$ cat src/rtl/stream_pkg.sv
// ============================================================================
// stream_pkg : shared sizing and FSM state type for the byte-stream link
// Revision   : 1.0
// ============================================================================
`default_nettype none

package stream_pkg;

  localparam int DEPTH  = 16;
  localparam int DATA_W = 8;
  localparam int CNT_W  = $clog2(DEPTH + 1);

  typedef enum logic [1:0] {
    IDLE = 2'd0,
    RECV = 2'd1,
    HOLD = 2'd2
  } state_t;

endpackage

`default_nettype wire

$ cat src/rtl/rise_det.sv
// ============================================================================
// rise_det : registered rising-edge detector, one-cycle pulse per 0->1 edge
// Revision : 1.0
// ============================================================================
`default_nettype none

module rise_det (
  input  logic clk,
  input  logic rst,
  input  logic in,
  output logic pulse
);

  logic in_q;

  always_ff @(posedge clk) begin
    if (rst) begin
      in_q  <= 1'b0;
      pulse <= 1'b0;
    end else begin
      in_q  <= in;
      pulse <= in & ~in_q;
    end
  end

endmodule

`default_nettype wire

$ cat src/rtl/stream_sink.sv
// ============================================================================
// stream_sink : stream slave with 16-entry FIFO, pop-edge readout and
//               frame hold-off until a completed frame is fully drained
// Revision    : 1.0
// ============================================================================
`default_nettype none

module stream_sink #(
  parameter  int DEPTH  = stream_pkg::DEPTH,
  parameter  int DATA_W = stream_pkg::DATA_W,
  localparam int CW     = $clog2(DEPTH + 1),
  localparam int PW     = $clog2(DEPTH)
) (
  input  logic              clk,
  input  logic              rst,
  input  logic [DATA_W-1:0] tdata,
  input  logic              tvalid,
  output logic              tready,
  input  logic              tlast,
  input  logic              pop,
  output logic [DATA_W-1:0] Dout,
  output logic              dout_valid,
  output logic              dout_last,
  output logic [CW-1:0]     buff_count,
  output logic              empty,
  output logic              full,
  output logic              frame_done,
  output logic [CW-1:0]     frame_len
);

  import stream_pkg::*;

  localparam logic [CW-1:0] FULL_CNT = CW'(DEPTH);
  localparam logic [CW-1:0] ONE_CNT  = CW'(1);
  localparam logic [PW-1:0] ONE_PTR  = PW'(1);

  logic [DATA_W:0] mem [DEPTH];
  logic [PW-1:0]   wr_ptr;
  logic [PW-1:0]   rd_ptr;
  logic [CW-1:0]   count;
  logic [CW-1:0]   beat_cnt;
  state_t          state;
  state_t          state_nx;
  logic            pop_edge;
  logic            accept;
  logic            service;

  rise_det u_pop_det (
    .clk   (clk),
    .rst   (rst),
    .in    (pop),
    .pulse (pop_edge)
  );

  assign tready     = !rst && (state != HOLD) && (count < FULL_CNT);
  assign accept     = tvalid && tready;
  assign service    = pop_edge && (count != '0);
  assign buff_count = count;
  assign empty      = (count == '0);
  assign full       = (count == FULL_CNT);

  always_comb begin
    state_nx = state;
    case (state)
      IDLE:    if (accept) state_nx = tlast ? HOLD : RECV;
      RECV:    if (accept && tlast) state_nx = HOLD;
      // Only a pop of the very last word releases the hold.
      HOLD:    if (service && count == ONE_CNT) state_nx = IDLE;
      default: state_nx = IDLE;
    endcase
  end

  always_ff @(posedge clk) begin
    if (rst) begin
      state <= IDLE;
    end else begin
      state <= state_nx;
    end
  end

  always_ff @(posedge clk) begin
    if (accept) begin
      mem[wr_ptr] <= {tlast, tdata};
    end
  end

  always_ff @(posedge clk) begin
    if (rst) begin
      wr_ptr     <= '0;
      rd_ptr     <= '0;
      count      <= '0;
      beat_cnt   <= '0;
      frame_len  <= '0;
      Dout       <= '0;
      dout_valid <= 1'b0;
      dout_last  <= 1'b0;
      frame_done <= 1'b0;
    end else begin
      dout_valid <= service;
      frame_done <= service && (state == HOLD) && (count == ONE_CNT);

      case ({accept, service})
        2'b10:   count <= count + ONE_CNT;
        2'b01:   count <= count - ONE_CNT;
        default: count <= count;
      endcase

      if (accept) begin
        wr_ptr <= wr_ptr + ONE_PTR;
        if (tlast) begin
          frame_len <= beat_cnt + ONE_CNT;
          beat_cnt  <= '0;
        end else begin
          beat_cnt  <= beat_cnt + ONE_CNT;
        end
      end

      if (service) begin
        Dout      <= mem[rd_ptr][DATA_W-1:0];
        dout_last <= mem[rd_ptr][DATA_W];
        rd_ptr    <= rd_ptr + ONE_PTR;
      end
    end
  end

endmodule

`default_nettype wire

$ cat config.mk
export PLATFORM = sky130hd
export DESIGN_NAME = stream_sink
export DESIGN_NICKNAME = d
export VERILOG_FILES = /design/src/rtl/stream_pkg.sv /design/src/rtl/rise_det.sv /design/src/rtl/stream_sink.sv
export SDC_FILE = /design/constraint.sdc
export NUM_CORES = 1
export LEC_CHECK = 0
export ABC_AREA = 1
export CORE_MARGIN = 4
export CORE_UTILIZATION = 50
export DETAILED_ROUTE_END_ITERATION = 6
export DONT_BUFFER_PORTS = 1
export GPL_TIMING_DRIVEN = 0
export PLACE_DENSITY = 0.77
export SKIP_CTS_REPAIR_TIMING = 1
export SYNTH_ARGS = -nofsm -noshare
export SYNTH_HDL_FRONTEND = slang
export SYNTH_SLANG_ARGS = --single-unit
$ cat constraint.sdc
create_clock -name clk -period 3 [get_ports clk]
set_input_delay 0.3 -clock clk [delete_from_list [all_inputs] [get_ports clk]]
set_output_delay 0.3 -clock clk [all_outputs]
set_load 0.01 [all_outputs]
# After elaboration in Yosys (flattened, before gate mapping)
# Memory sizes are Yosys's and may differ from the RTL's. A register that Yosys moved wholly into a read port is not among the register bits.
# Cells that the tools add are included.
[totals]
ff_bits = 29
mem_bits_rw = 144
in_bits = 13
out_inout_bits = 24
elab_cells = 53
n_memories = 1
[classes]
add_sub_neg = 5
order_cmp = 1
eq_ne = 10
muxes = 9
bitwise_logic = 2
reduce_logical = 15
[mem_list]
columns = ["name", "depth", "word_bits", "rd", "rd_clocked_by_memory_dff", "write_ports", "line", "text"]
rows = [
  ["mem", 16, 9, 1, 1, 1, "stream_sink.sv:37", "logic [DATA_W:0] mem [DEPTH];"],
]
[op_table]
columns = ["op", "count"]
rows = [
  ["adder 5 x 1 -> 5 bit (second input constant)", 2],
  ["case mux 5 bit (2 select lines)", 1],
  ["adder 4 x 1 -> 4 bit (second input constant)", 2],
  ["logical AND 1 bit", 8],
  ["2-to-1 mux 2 bit", 4],
  ["!= test 2 bit (second input constant)", 4],
  ["case mux 2 bit (3 select lines)", 1],
  ["== test 5 x 1 -> 1 bit (second input constant)", 1],
  ["== test 5 bit (second input constant)", 1],
  ["logical NOT 5 bit", 1],
  ["less-than comparator 5 bit (second input constant)", 1],
  ["2-to-1 mux 5 bit", 1],
  ["nonzero test 5 bit", 1],
  ["subtractor 5 x 1 -> 5 bit (second input constant)", 1],
  ["== test 2 x 1 -> 1 bit (second input constant)", 2],
  ["== test 2 bit (second input constant)", 2],
  ["AND reduction 3 bit", 1],
  ["logical NOT 2 bit", 1],
  ["2-to-1 mux 1 bit", 2],
  ["AND reduction 2 bit", 1],
  ["nonzero test 2 bit", 1],
  ["AND 1 bit", 1],
  ["logical NOT 1 bit", 1],
  ["NOT 1 bit", 1],
]

# Depth between registers and ports, before layout
[logic_depth]
ltp_word = 7
mapped_depth = 13

# By module
# Synthesis repeated with hierarchy kept, for this count alone.
[hier_totals]
hier_cells = 799
area_unflattened_um2 = 7913.8
[modules_own_cells]
columns = ["mod", "instances", "cells_per_inst", "area_per_inst_um2", "seq_area_each_um2"]
rows = [
  ["stream_sink", 1, 793, 7853.8, 5044.8],
  ["rise_det", 1, 6, 60.1, 40.0],
]

# Worst setup path before layout
# No wires, ideal clock.
[synth_path]
path_kind = "register to register"
start = "register count[0], in the netlist buff_count[0]"
end = "register count[3], in the netlist buff_count[3]"
setup_time_ns = 0.070
arrival_time_ns = 1.869
t_required_ns = 2.930
setup_slack_ns = 1.061
stages_incl_launch_ff = 13
path_buffers = 1
period_less_slack_ns = 1.939
cell_sequence = "dfxtp_1 > inv_1 > ha_1 > nand3_4 > nand2_4 > inv_4 > buf_4 > ha_1 > nor2_1 > nand4_1 > nand2_1 > o21ai_0 > a21oi_1"
[synth_lines]
columns = ["item", "line", "text"]
rows = [
  ["start: declaration", "stream_sink.sv:40", "logic [CW-1:0] count;"],
  ["start signal: assignment", "stream_sink.sv:103", "2'b10: count <= count + ONE_CNT;"],
  ["start signal: assignment", "stream_sink.sv:104", "2'b01: count <= count - ONE_CNT;"],
  ["start signal: assignment", "stream_sink.sv:105", "default: count <= count;"],
  ["nonzero test 5 bit *", "stream_sink.sv:57", "assign service = pop_edge && (count != '0);"],
  ["logical AND 1 bit *", "stream_sink.sv:57", ""],
  ["named net service", "stream_sink.sv:46", "logic service;"],
  ["== test 2 x 1 -> 1 bit or == test 2 bit (tied branches)", "stream_sink.sv:102", "case ({accept, service})"],
  ["case mux 5 bit (2 select lines) or nonzero test 2 bit (tied branches)", "-", ""],
]
# Mark *: on every way through the listed nets, which the timed path passes. The rest lies on a longest branch.
# A chain may end at the register's enable or synchronous reset.

# Final worst setup path
# Ends and elaborated chain as after synthesis.

==> results.cfg <==
[worst_setup_path]
cp-end-kind = flop
cp.depth = 13
cp.required_ns = 3.37
cpMaxStageDelayCell = dfxtp_1
path_cells = inv_1, ha_1, nand3_4, nand2_4, inv_4, buf_4, ha_1, inv_1, nor3_1, nand3_1, nand2_1, o21ai_0, a21oi_1
cp-startpoint = buff_count[0]$_SDFFE_PP0P_
path_class = reg2reg
r2r-start = buff_count[0]$_SDFFE_PP0P_
startpoint_type = flop
worstPathMaxFanout = 10
critPathTopFamily = simple AND/OR/NAND/NOR gates
critical_path.max_stage_delay_ns = 0.47
cp_data_arrival_time_ns = 2.65
crit_buf_inv = 4
r2r_cells = 13

[timing]
whs_ns = -0.00714
setup_tns_ns = 0
slew_headroom_pct = 33.0
hold_viol = 2
post-route-period-util_pct = 75.9
finalClockSkew_ns = 0.00749
grt_setup_unrepaired = false
final_max_slew_viol_count = 0
fmax_mhz = 439
worst_pin_slew_ns = 1.00
setup_viol_count_final = 0
layout_min_cycle_time_ns = 2.28

[route]
drtIter0Drc = 506
drt-total-wl_mm = 18.4
dr.pass1.iters = 5
vias = 5547
ant_nets = 0
post_drt_via_cell_ratio = 5.28
drt-wirelength-per-cell_um = 17.5
remaining_drc_errors = 0

[power_and_ir_drop]
p_seq_share_pct = 50.0
p_switching_uw = 1290
irDropWorstVdd_uv = 432
swShare_pct = 23.2
powerDensity_nw_per_um2 = 627
internal_power_uw = 4290
leakage_uw = 0.00367
comb_power_share_pct = 7.8
p_clk_share_pct = 42.2

[synthesis]
yosysUniqueCellTypes = 34
seq_area_frac_synth_pct = 64.2
ys_warn_count = 0
mappedNetlistNets = 823
syn_avg_cell_area_um2 = 9.92
synthesis.area_um2 = 7920
ys_top_cells_by_area = edfxtp_1 (55%), nand2_1 (12%), dfxtp_1 (9.6%)
synth.largest_area_cell = edfxtp_1
ys_ff_latch = 182
synthCells = 799
synth_top_cell_area_share_pct = 54.6

[floorplanning]
num_rows = 45
start_util_pct = 51.6
die_x_um = 134
io_pins = 37
die_area_um2 = 17900
core_um2 = 15400
die_height_um = 134

[clock_network]
path_clk_slew_ns = 0.07
cts_root_buf = clkbuf_16
cts_buffer_depth = 2
cts.sink_count = 182
htree_num_levels = 4
cts_tree = yes
cts_made_buffers = 17
clock_latency_ns = 0.43

[run_status]
status = finished, violations left
failed_checks = hold timing

[hold_path]
min_from = pop
hold_path_depth = 2
hp-class = in2reg

[placement]
io_buffer_count = 0
gp_congestion = 0.952
dp_hpwl_mm = 12.3

[global_routing]
grt_usage_pct = 21.2
grt-ovfl-total = 0
grt_pass1_vias = 5423
grt_max_degree = 19
antenna_found_initial = 1
grt_pass1_wl_mm = 28.7

[layout]
final_common_cell = nand2_1
layout_common_cells = nand2_1 (249), edfxtp_1 (144), nand3_1 (108)
area_growth_syn_to_layout_pct = 12.4
num_antenna_cells = 0
fin_nets = 851
drive_gt1_share_pct = 9.76

[job]
maxCapViolations = 0
## layer usage
metal | up-vias | part of all wire [%] | track usage (%)
met3 | 34 | 5.8 | 4.20
met2 | 184 | 50 | 36.2
met4 | 0 | 2.5 | 8.51
li1 | 2655 | - | -
met1 | 2674 | 42 | 26.7
met5 | - | 0 | 0
## path summary, 6_finish.rpt
kind                                end  slack [ns]
min reg2reg  u_pop_det.pulse$_SDFF_PP0_        0.39
max reg2reg  buff_count[3]$_SDFFE_PP0P_        0.72
max          buff_count[3]$_SDFFE_PP0P_        0.72
min           u_pop_det.in_q$_SDFF_PP0_      -0.007
## cell type report
| class | instances | area (um2) |
|---|---|---|
| clock buffer | 18 | 429 |
| buffer | 34 | 238 |
| timing repair buffer | 9 | 90.1 |
| multi-input combinational | 478 | 2200 |
| clock inverter | 14 | 199 |
| sequential | 182 | 5080 |
| tap | 211 | 264 |
| fill | 1261 | 6460 |
| inverter | 105 | 403 |
## logic make-up after synthesis
logic type / after synthesis / share of synthesized area, %
XOR/XNOR: 4 / 0.442
buffers and inverters: 139 / 8.08
AND/OR/NAND/NOR: 427 / 23.1
AO/OA/AOI/OAI: 36 / 2.43
adder cells (fa/ha/maj): 11 / 1.74
flip-flops: 182 / 64.2
## Yosys cell counts, drive strengths merged
cell	number
nand2	252
edfxtp	144
nand3	110
inv	104
nor2	58
dfxtp	38
buf	30
a21oi	16
o21ai	16
ha	11
clkbuf	4
nor3	4
nand4	2
xnor2	2
xor2	2
a211oi	1
a31oi	1
clkinv	1
nor4	1
o211ai	1
o21a	1
## per-stage QoR
stage | total power [uW] | cells | area, um2 | util [%] | worst slack, ns
3_5_place_dp | 3230 | 1010 | 8190 | 53.3 | 0.771
6_report | 5590 | 1051 | 8910 | 57.9 | 0.722
2_1_floorplan | 3120 | 799 | 7920 | - | 1.06
3_3_place_gp | 3230 | 1010 | 8190 | 53.3 | 0.820
5_1_grt | 5760 | 1051 | 8910 | 57.9 | 0.528
4_1_cts | 5550 | 1042 | 8820 | 57.4 | 0.739
## worst register-to-register path, cell delays in order, from the launching register on
cell and delay [ns]:
dfxtp_1 0.47, inv_1 0.14, ha_1 0.28, nand3_4 0.11, nand2_4 0.09, inv_4 0.08, buf_4 0.18, ha_1 0.22
inv_1 0.11, nor3_1 0.15, nand3_1 0.09, nand2_1 0.09, o21ai_0 0.09, a21oi_1 0.12
## registers in the layout, summed over array words and instances (netlist names)
register / count
frame_len: 5
beat_cnt: 5
state: 2
u_pop_det.in_q: 1
Dout: 8
dout_last: 1
dout_valid: 1
rd_ptr: 4
frame_done: 1
wr_ptr: 4
u_pop_det.pulse: 1
buff_count: 5
mem: 144
## power by group through the flow
stage	Clock [uW]	Sequential (uW)	Combinational [uW]
2_1_floorplan	0	2840	281
3_3_place_gp	0	2850	376
3_5_place_dp	0	2850	382
4_1_cts	2370	2800	387
5_1_grt	2480	2800	481
6_report	2360	2790	436
No activity file was read; power rests on OpenSTA's default activity.
